## config.mk

```make
export PLATFORM = sky130hd
export DESIGN_NAME = rr_arbiter_16
export DESIGN_NICKNAME = d
export VERILOG_FILES = /design/src/rtl/rr_arbiter_16_pkg.sv /design/src/rtl/rr_pick_16.sv /design/src/rtl/rr_arbiter_16.sv
export SDC_FILE = /design/constraint.sdc
export NUM_CORES = 1
export LEC_CHECK = 0
export ABC_AREA = 1
export BUFFER_PORTS_ARGS = -buffer_cell sky130_fd_sc_hd__buf_2
export CAP_MARGIN = 20
export CORE_MARGIN = 3
export CORE_UTILIZATION = 63
export CTS_CLUSTER_SIZE = 12
export DETAILED_ROUTE_END_ITERATION = 6
export GPL_TIMING_DRIVEN = 0
export HOLD_SLACK_MARGIN = 0.1
export PLACE_DENSITY = 0.89
export RECOVER_POWER = 50
export SLEW_MARGIN = 0
export SYNTH_ARGS = -nofsm -noshare
export SYNTH_HDL_FRONTEND = slang
export SYNTH_SLANG_ARGS = --single-unit
```

## constraint.sdc

```tcl
create_clock -name clock -period 8.5 [get_ports clock]
set_input_delay 0.85 -clock clock [delete_from_list [all_inputs] [get_ports clock]]
set_output_delay 0.85 -clock clock [all_outputs]
set_load 0.01 [all_outputs]
```

## src/rtl/rr_arbiter_16_pkg.sv

```systemverilog
// rtl/rr_arbiter_16_pkg.sv - shared constants and state encoding for the 16-way round-robin arbiter
package rr_arbiter_16_pkg;

    localparam int NUM_REQ = 16;
    localparam int SEL_W   = 4;

    typedef enum logic {
        ST_IDLE = 1'b0,
        ST_BUSY = 1'b1
    } state_t;

endpackage

```

## src/rtl/rr_pick_16.sv

```systemverilog
// rtl/rr_pick_16.sv - combinational round-robin winner search over 16 requesters
module rr_pick_16
    import rr_arbiter_16_pkg::*;
(
    input  logic [NUM_REQ-1:0] req,
    input  logic [SEL_W-1:0]   ptr,
    input  logic [NUM_REQ-1:0] mask,
    output logic               found,
    output logic [SEL_W-1:0]   idx
);

    logic [NUM_REQ-1:0]   cand;
    logic [NUM_REQ-1:0]   rot;
    logic [2*NUM_REQ-1:0] dbl;
    logic [SEL_W-1:0]     off;

    // Rotating by ptr makes bit 0 the highest-priority slot; the offset wraps back mod 16.
    always_comb begin
        cand  = req & ~mask;
        dbl   = {cand, cand} >> ptr;
        rot   = dbl[NUM_REQ-1:0];
        found = |rot;
        off   = '0;
        for (int i = NUM_REQ - 1; i >= 0; i--) begin
            if (rot[i]) begin
                off = SEL_W'(i);
            end
        end
        idx = ptr + off;
    end

endmodule

```

## src/rtl/rr_arbiter_16.sv

```systemverilog
// rtl/rr_arbiter_16.sv - round-robin arbiter driving the shared 16:1 datapath mux select
module rr_arbiter_16
    import rr_arbiter_16_pkg::*;
#(
    parameter int MAX_HOLD = 16,
    parameter int CNT_W    = 5
) (
    input  logic                 clock,
    input  logic                 reset_n,
    input  logic [NUM_REQ-1:0]   req,
    input  logic                 done,
    output logic [NUM_REQ-1:0]   grant,
    output logic [SEL_W-1:0]     sel,
    output logic                 busy,
    output logic                 preempt
);

    localparam logic [CNT_W-1:0] HOLD_LAST = CNT_W'((MAX_HOLD == 0) ? 0 : MAX_HOLD - 1);
    localparam bit               HOLD_EN   = (MAX_HOLD != 0);

    state_t             state;
    logic [SEL_W-1:0]   ptr;
    logic [CNT_W-1:0]   cnt;

    logic               owner_req;
    logic               timeout;
    logic               rel_now;
    logic               to_rel;
    logic [SEL_W-1:0]   pick_ptr;
    logic [NUM_REQ-1:0] pick_mask;
    logic               found;
    logic [SEL_W-1:0]   idx;

    // On release the search starts just past the owner; only a done-release masks the owner.
    always_comb begin
        owner_req = req[sel];
        timeout   = HOLD_EN && (cnt == HOLD_LAST);
        rel_now   = (state == ST_BUSY) && (done || !owner_req || timeout);
        to_rel    = rel_now && !done && owner_req && timeout;
        pick_ptr  = (state == ST_BUSY) ? sel + 1'b1 : ptr;
        pick_mask = ((state == ST_BUSY) && done) ? grant : '0;
    end

    rr_pick_16 u_pick (
        .req   (req),
        .ptr   (pick_ptr),
        .mask  (pick_mask),
        .found (found),
        .idx   (idx)
    );

    always_ff @(posedge clock) begin
        if (!reset_n) begin
            state   <= ST_IDLE;
            grant   <= '0;
            sel     <= '0;
            ptr     <= '0;
            cnt     <= '0;
            preempt <= 1'b0;
        end else begin
            case (state)
                ST_IDLE: begin
                    preempt <= 1'b0;
                    if (found) begin
                        grant <= NUM_REQ'(1) << idx;
                        sel   <= idx;
                        cnt   <= '0;
                        state <= ST_BUSY;
                    end
                end
                ST_BUSY: begin
                    if (rel_now) begin
                        ptr     <= sel + 1'b1;
                        preempt <= to_rel;
                        cnt     <= '0;
                        if (found) begin
                            grant <= NUM_REQ'(1) << idx;
                            sel   <= idx;
                        end else begin
                            grant <= '0;
                            state <= ST_IDLE;
                        end
                    end else begin
                        preempt <= 1'b0;
                        if (cnt != {CNT_W{1'b1}}) begin
                            cnt <= cnt + 1'b1;
                        end
                    end
                end
                default: begin
                    state <= ST_IDLE;
                    grant <= '0;
                end
            endcase
        end
    end

    assign busy = (state == ST_BUSY);

endmodule
```

==> reports/metrics.yaml, run 1 <==
synthesis:
  synth_ff_type: "dfxtp_1"
  syn_nets: 486
  synth_edf_count: 0
  syn_inst: 459
  async_flop_share: 0
  avgSynthCellArea_um2: 6.18
  yosysWarnings: 0
  syn_area_mm2: 0.00284
  ys_seq_area_frac: 0.219
  synth_cell_types: 44
  ys_ff_latch: 31
setup_path:
  crit_path_max_incr_delay_ps: 480
  worstPathRequired_ps: 8680
  reg2reg_depth: 30
  cp_slowest_cell: "dfxtp_1"
  worst-r2r-setup-slack_ps: 3980
  critPathLaunch: "sel[0]$_SDFFE_PN0P_"
  crit_top_cell: "nand2_1"
  cp_top_family: "simple AND/OR/NAND/NOR gates"
  worstSetupPathType: "reg2reg"
  r2r_end: "grant[9]$_SDFFE_PN0P_"
  crit_fanout: 10
  endpoint_kind: "register"
  cp.arrival_ps: 4700
  start_kind: "register"
  critPathBufInv: 2
  r2r-start: "sel[0]$_SDFFE_PN0P_"
sta:
  hold_violations: 0
  grt_setup_unrepaired: "no"
  timing.hold.ws_ps: 470
  fin_crit_sh: 0.532
  setup_viol: 0
  fmax_mhz: 221
  clock_skew_ps: 4.28
  setup_tns_ps: 0
  finalCriticalPeriod_ps: 4520
  maxSlewHeadroom: 0.653
  fin_ws_ps: 3980
  slew_violations: 0
  worstMarginPinSlew_ps: 518
clock_network:
  path_clk_slew_ps: 60
  cts-root-buf: "clkbuf_8"
  cts_made_buffers: 5
  cts_tree: "built"
  cts.path.max_buffers: 2
  clk_latency_ps: 290
  postCtsHoldBufs: 0
  cts_sinks: 31
  post-cts-setup-buffers: 0
  htreeDepth: 2
  postCtsResizedCells: 0
hold_path:
  hold_path_startpoint: "grant[13]$_SDFFE_PN0P_"
  worstHoldPathType: "reg2reg"
  holdPathEnd: "grant[13]$_SDFFE_PN0P_"
  holdPathStages: 2
floorplan:
  design.die.area_mm2: 0.00535
  die_h_um: 73.1
  die_w_um: 73.1
  ioPinCount: 41
  rows: 23
  initial_core_util: 0.680
  core_area_mm2: 0.00417
pwr:
  power_density_mw_per_mm2: 352
  leakagePower_nw: 1.51
  ir_drop_mv: 0.238
run_status:
  outcome: "finished, final reports clean"
flow_run:
  maxCapViolCount: 0
placement:
  place.gp.congestion: 1.04
  numPortBuffers: 39
  pre_cts_slack_ps: 4080
  placed_area_mm2: 0.00310
  dp_hpwl_um: 6900
drt:
  vias: 3467
  drc: 0
  wl_um: 9000
  drt_iter0_drc: 549
  wl_per_cell_um: 16.2
  antenna_left: 0
  vias_per_cell: 6.25
  dr.pass1.iters: 6
grt:
  gr-total-overflow: 0
  grt_pass1_wl_um: 14600
  grt.total_usage: 0.351
  grt_pass1_vias: 3107
  grt_max_degree: 12
  antenna_found_initial: 0
final_layout:
  final_cell_mix: "nand2_1, nand3_1, nor2_1"
  layout_commonest_cell: "nand2_1"
  syn_to_final_growth_pct: 11.1
  n_antenna_cell: 0
  nets: 532
  final_cell_area_mm2: 0.00315
  layout-drive-gt1-share: 0.137
tightest hold or removal path, cell delays in order, from the launching register on:
cell	delay (ps)
dfxtp_1	320
nand2_1	70
nand2_1	40
area by class of cell:
cell class                      instances  area (um2)
Tap cell                               50        62.6
Clock inverter                          1        5.00
Sequential cell                        31         621
Timing Repair Buffer                   39         168
Clock buffer                            6        82.6
Buffer                                 17         131
Inverter                               32         125
Fill cell                             353        1020
Multi-Input combinational cell        379        1960
through the flow:
stage / util / instances / total power, mW
global placement: 0.742 / 548 / 0.945
CTS: 0.763 / 555 / 1.08
global route: 0.755 / 555 / 1.19
detailed placement: 0.742 / 548 / 0.962
finish: 0.755 / 555 / 1.11
floorplan: - / 459 / 0.781
Yosys cell counts, drive strengths merged, types with 3 or more instances:
| master | number | area share |
|---|---|---|
| nand2 | 155 | 0.21 |
| nand3b | 4 | 0.011 |
| buf | 16 | 0.046 |
| dfxtp | 31 | 0.22 |
| nor3 | 4 | 0.0071 |
| a21oi | 16 | 0.032 |
| o21ai | 36 | 0.079 |
| inv | 30 | 0.041 |
| nand3 | 94 | 0.17 |
| nor2 | 35 | 0.049 |
| xor2 | 4 | 0.015 |
| ha | 8 | 0.035 |
| xnor2 | 3 | 0.019 |
| a31oi | 3 | 0.0066 |
| a211oi | 3 | 0.0079 |
metal layers:
metal	track usage	up-vias	wire, um
met1	0.485	1558	3690
met2	0.532	252	3910
met3	0.0702	31	1170
met5	0	-	0
met4	0.139	0	227
li1	-	1626	-
sequential cells by signal, summed over array words and instances (netlist names):
| register | count |
|---|---|
| cnt | 5 |
| ptr | 4 |
| busy | 1 |
| grant | 16 |
| preempt | 1 |
| sel | 4 |
worst max path at each step:
stage	endpoint	slack, ps	depth (start not counted)
5_1_grt	grant[7]$_SDFFE_PN0P_	3670	29
4_1_cts	grant[9]$_SDFFE_PN0P_	4310	31
6_report	grant[9]$_SDFFE_PN0P_	3980	30
3_5_place_dp	grant[9]$_SDFFE_PN0P_	4080	31
2_1_floorplan	grant[10]$_SDFFE_PN0P_	4760	31
3_3_place_gp	grant[10]$_SDFFE_PN0P_	4140	31
power by group:
part / switching, mW / internal, mW / leakage [nW] / total (mW)
clock network: 0.0552 / 0.0634 / 0.0470 / 0.119
logic: 0.520 / 0.259 / 1.21 / 0.779
registers: 0.0332 / 0.179 / 0.253 / 0.212
total: 0.608 / 0.501 / 1.51 / 1.11
logic make-up after synthesis:
family                     count (synthesis)  synth area share
AOI/OAI and AO/OA                         69             0.161
xor gates and xnor gates                   7            0.0335
adders and majority gates                  8            0.0353
buffers and inverters                     49            0.0917
DFF                                       31             0.219
and+or+nand+nor                          295             0.460
(Power assumes the default switching activity.)
==> run 2, diff against run 1 <==
Settings changed: ABC_AREA 1 to 0, CORE_UTILIZATION 63 to 54, PLACE_DENSITY 0.89 to 0.8.
Clock period 8.5 ns to 3.7 ns, I/O delays scaled along.
==> run 2 against run 1 <==
Compared with the run above:
- the flow now finishes with violations (setup timing)
- core utilization up 2.9 points
- first-iteration DRC count up 19%
- register-to-register slack worse by 4600 ps
- hold slack improved by 9.8 ps
- wire length rose by 40%
- power rose to 4.1 times the previous value
- global-route usage decreased by 2.7 points
- worst setup slack worse by 4600 ps
- clock skew is 2.0 ps higher
- final cell count down 0.72%
==> reports/metrics.yaml, run 2 <==
synthesis:
  synth_area_leaders: "dfxtp_1, o211ai_1, mux2i_1"  # was dfxtp_1, nand2_1, nand3_1
  synthXorXnorAreaFrac: 0.0258  # was 0.0335
  synth_compound_area_frac: 0.367  # was 0.161
  yosysMostFrequentCell: "o211ai_1"  # was nand2_1
  synth_mux_area_frac: 0.121  # was 0
  yosys.area_share.simple: 0.200  # was 0.460
  syn_nets: 425  # was 486
  async_flop_share: 0  # unchanged
  synth.top_cell.area_share: 0.188  # was 0.219
  yosys.area.top_type: "dfxtp_1"  # unchanged
  synthAdderAreaFrac: 0.0304  # was 0.0353
  synth_edf_count: 0  # unchanged
  syn_inst: 398  # was 459
  synth_top_family_by_area: "compound AO/OA/AOI/OAI gates"  # was simple AND/OR/NAND/NOR gates
  ys_ff_latch: 31  # unchanged
  ys_seq_area_frac: 0.188  # was 0.219
  avgSynthCellArea_um2: 8.28  # was 6.18 um2
  synth_cell_types: 66  # was 44
  synthTopCellsByCount: "o211ai_1, nor2_1, nand2_1"  # was nand2_1, nand3_1, nor2_1
  syn_area_mm2: 0.00330  # was 0.00284 mm2
  synth_ff_type: "dfxtp_1"  # unchanged
  yosysWarnings: 0  # unchanged
sta:
  finalCriticalPeriod_ps: 4310  # was 4520 ps
  setup_tns_ps: -9870  # was 0 ps
  grt_setup_unrepaired: "yes"  # was no
  setup_viol: 18  # was 0
  fin_ws_ps: -615  # was 3980 ps
  fin_crit_sh: 1.17  # was 0.532
  hold_violations: 0  # unchanged
  slew_violations: 0  # unchanged
  worstMarginPinSlew_ps: 993  # was 518 ps
  clock_skew_ps: 6.26  # was 4.28 ps
  fmax_mhz: 232  # was 221 MHz
  maxSlewHeadroom: 0.333  # was 0.653
clock_network:
  path_clk_slew_ps: 60  # about the same
  cts_made_buffers: 5  # unchanged
  cts.path.max_buffers: 2  # unchanged
  clk_latency_ps: 280  # was 290 ps
  cts_tree: "built"  # unchanged
  htreeDepth: 2  # unchanged
  cts_sinks: 31  # unchanged
  cts-root-buf: "clkbuf_8"  # unchanged
placement:
  placed_area_mm2: 0.00365  # was 0.00310 mm2
  place.gp.congestion: 1.00  # was 1.04
  pre_cts_slack_ps: -796  # was 4080 ps
  numPortBuffers: 38  # was 39
  dp_hpwl_um: 7850  # was 6900 um
setup_path:
  cp_slowest_cell: "o32ai_1"  # was dfxtp_1
  crit_path_max_incr_delay_ps: 380  # was 480 ps
  path_depth: 18  # was 30
  critPathBufInv: 4  # was 2
  crit_top_cell: "buf_4"  # was nand2_1
  crit_fanout: 10  # unchanged
  worstPathRequired_ps: 3870  # was 8680 ps
  reg2reg_depth: 18  # was 30
  cp_top_family: "compound AO/OA/AOI/OAI gates"  # was simple AND/OR/NAND/NOR gates
  crit_chain: "buf_4 > buf_6 > and3b_1 > a31oi_4 > buf_4 > o2111ai_2 > mux2i_1 > nor2b_1 > nor3_2 > o31ai_1 > o21ai_1 > nand4_1 > ha_2 > a21oi_4 > buf_4 > xnor2_4 > nand3_2 > o32ai_1"
  cp.arrival_ps: 4490  # was 4700 ps
  worstSetupPathType: "reg2reg"  # unchanged
  endpoint_kind: "register"  # unchanged
  start_kind: "register"  # unchanged
drt:
  drc: 0  # unchanged
  vias_per_cell: 7.29  # was 6.25
  drt_iter0_drc: 656  # was 549
  dr.pass1.iters: 6  # unchanged
  wl_per_cell_um: 22.8  # was 16.2 um
  antenna_left: 0  # unchanged
  vias: 4015  # was 3,467
  wl_um: 12600  # was 9000 um
final_layout:
  multiInputGateArea_mm2: 0.00294  # was 0.00196 mm2
  n_antenna_cell: 0  # unchanged
  largest_register_ffs: 16  # unchanged
  layout-drive-gt1-share: 0.357  # was 0.137
  layout_commonest_cell: "o211ai_1"  # was nand2_1
  nets: 505  # was 532
  syn_to_final_growth_pct: 35.8  # was 11.1%
  final_cell_area_mm2: 0.00448  # was 0.00315 mm2
  regArea_um2: 629  # was 621 um2
  fillers: 354  # was 353
  top_regs: "grant: 16 flops, cnt: 5 flops"  # unchanged
  final_cell_mix: "o211ai_1, buf_4, nor2_1, nand2_1, dfxtp_1"  # was nand2_1, nand3_1, nor2_1
  regMostFlops: "grant"  # unchanged
grt:
  grt_pass1_wl_um: 18900  # was 14,600 um
  grt.total_usage: 0.324  # was 0.351
  grt_max_degree: 11  # was 12
  gr-total-overflow: 0  # unchanged
  antenna_found_initial: 0  # unchanged
  grt_pass1_vias: 3680  # was 3,107
pwr:
  ir_drop_mv: 0.541  # was 0.238 mV
  power_density_mw_per_mm2: 1010  # was 352 mW/mm2
  leakagePower_nw: 1.63  # was 1.51 nW
flow_run:
  maxCapViolCount: 0  # unchanged
floorplan:
  rows: 27  # was 23
  design.die.area_mm2: 0.00708  # was 0.00535 mm2
  ioPinCount: 41  # unchanged
  die_w_um: 84.1  # was 73.1 um
  die_h_um: 84.1  # was 73.1 um
  initial_core_util: 0.577  # was 0.680
  core_area_mm2: 0.00571  # was 0.00417 mm2
run_status:
  violations: "setup timing"
  outcome: "finished, violations left"  # was finished, final reports clean
hold_path:
  holdPathStages: 1  # was 2
  worstHoldPathType: "reg2reg"  # unchanged
[run 2: cell count changes after synthesis, sizes merged, moves of 5 or more]
cell / delta
mux4: +5
o2111ai: +17
o211ai: +51
a32o: +9
clkbuf: +9
o21ai: -21
nand3: -69
nor3: +8
inv: -15
nor3b: +5
mux2i: +22
nand2: -123
o32ai: +8
[run 2: layout make-up]
cell class	count	area share
buffer	24	0.0414
clock buffer	5	0.0154
clock inverter	3	0.00335
inverter	15	0.0126
multi-input combinational	325	0.656
sequential	31	0.141
tap	72	0.0201
timing repair buffer	76	0.111
[run 2: final timing paths]
| check | endpoint | from | slack (ps) |
|---|---|---|---|
| worst max-delay path | grant[6]$_SDFFE_PN0P_ | sel[0]$_SDFFE_PN0P_ | -610 |
| worst min-delay path | cnt[3]$_SDFFE_PN0P_ | cnt[3]$_SDFFE_PN0P_ | 480 |
| worst max register to register | grant[6]$_SDFFE_PN0P_ | sel[0]$_SDFFE_PN0P_ | -610 |
| worst min register to register | cnt[3]$_SDFFE_PN0P_ | cnt[3]$_SDFFE_PN0P_ | 480 |
[run 2: per-stage QoR]
| stage | std cells | util | power, mW | hold WS, ps |
|---|---|---|---|---|
| 2_1_floorplan | 398 | - | 2.37 | 424 |
| 3_3_place_gp | 508 | 0.640 | 2.89 | 448 |
| 3_5_place_dp | 508 | 0.640 | 2.95 | 456 |
| 4_1_cts | 541 | 0.735 | 3.77 | 471 |
| 5_1_grt | 551 | 0.784 | 4.73 | 514 |
| 6_report | 551 | 0.784 | 4.51 | 480 |
[run 2: power by group]
part	total (mW)	switching, mW	internal (mW)
Sequential	0.498	0.0859	0.412
Clock	0.256	0.128	0.128
Combinational	3.75	2.09	1.66
[run 2: cells by family after synthesis]
group                    Yosys count
adder cells (fa/ha/maj)            8
XOR/XNOR                           8
AO/OA/AOI/OAI                    147
flip-flops                        31
multiplexers                      31
buffers and inverters             42
AND/OR/NAND/NOR                  131
[run 2: routing by layer]
metal | vias to the layer above | global-route usage | wire, um
met5 | - | 0 | 0
met4 | 0 | 0.123 | 467
met3 | 69 | 0.0760 | 1340
met2 | 367 | 0.527 | 5840
met1 | 1848 | 0.416 | 4930
li1 | 1731 | - | -
[run 2: repair_timing]
item                       4_1_cts  5_1_grt
pin swaps                       17       24
setup endpoints to repair       19       23
buffers inserted                26       13
cloned                           1        0
hold buffers                     0        0
resized for setup               45       36
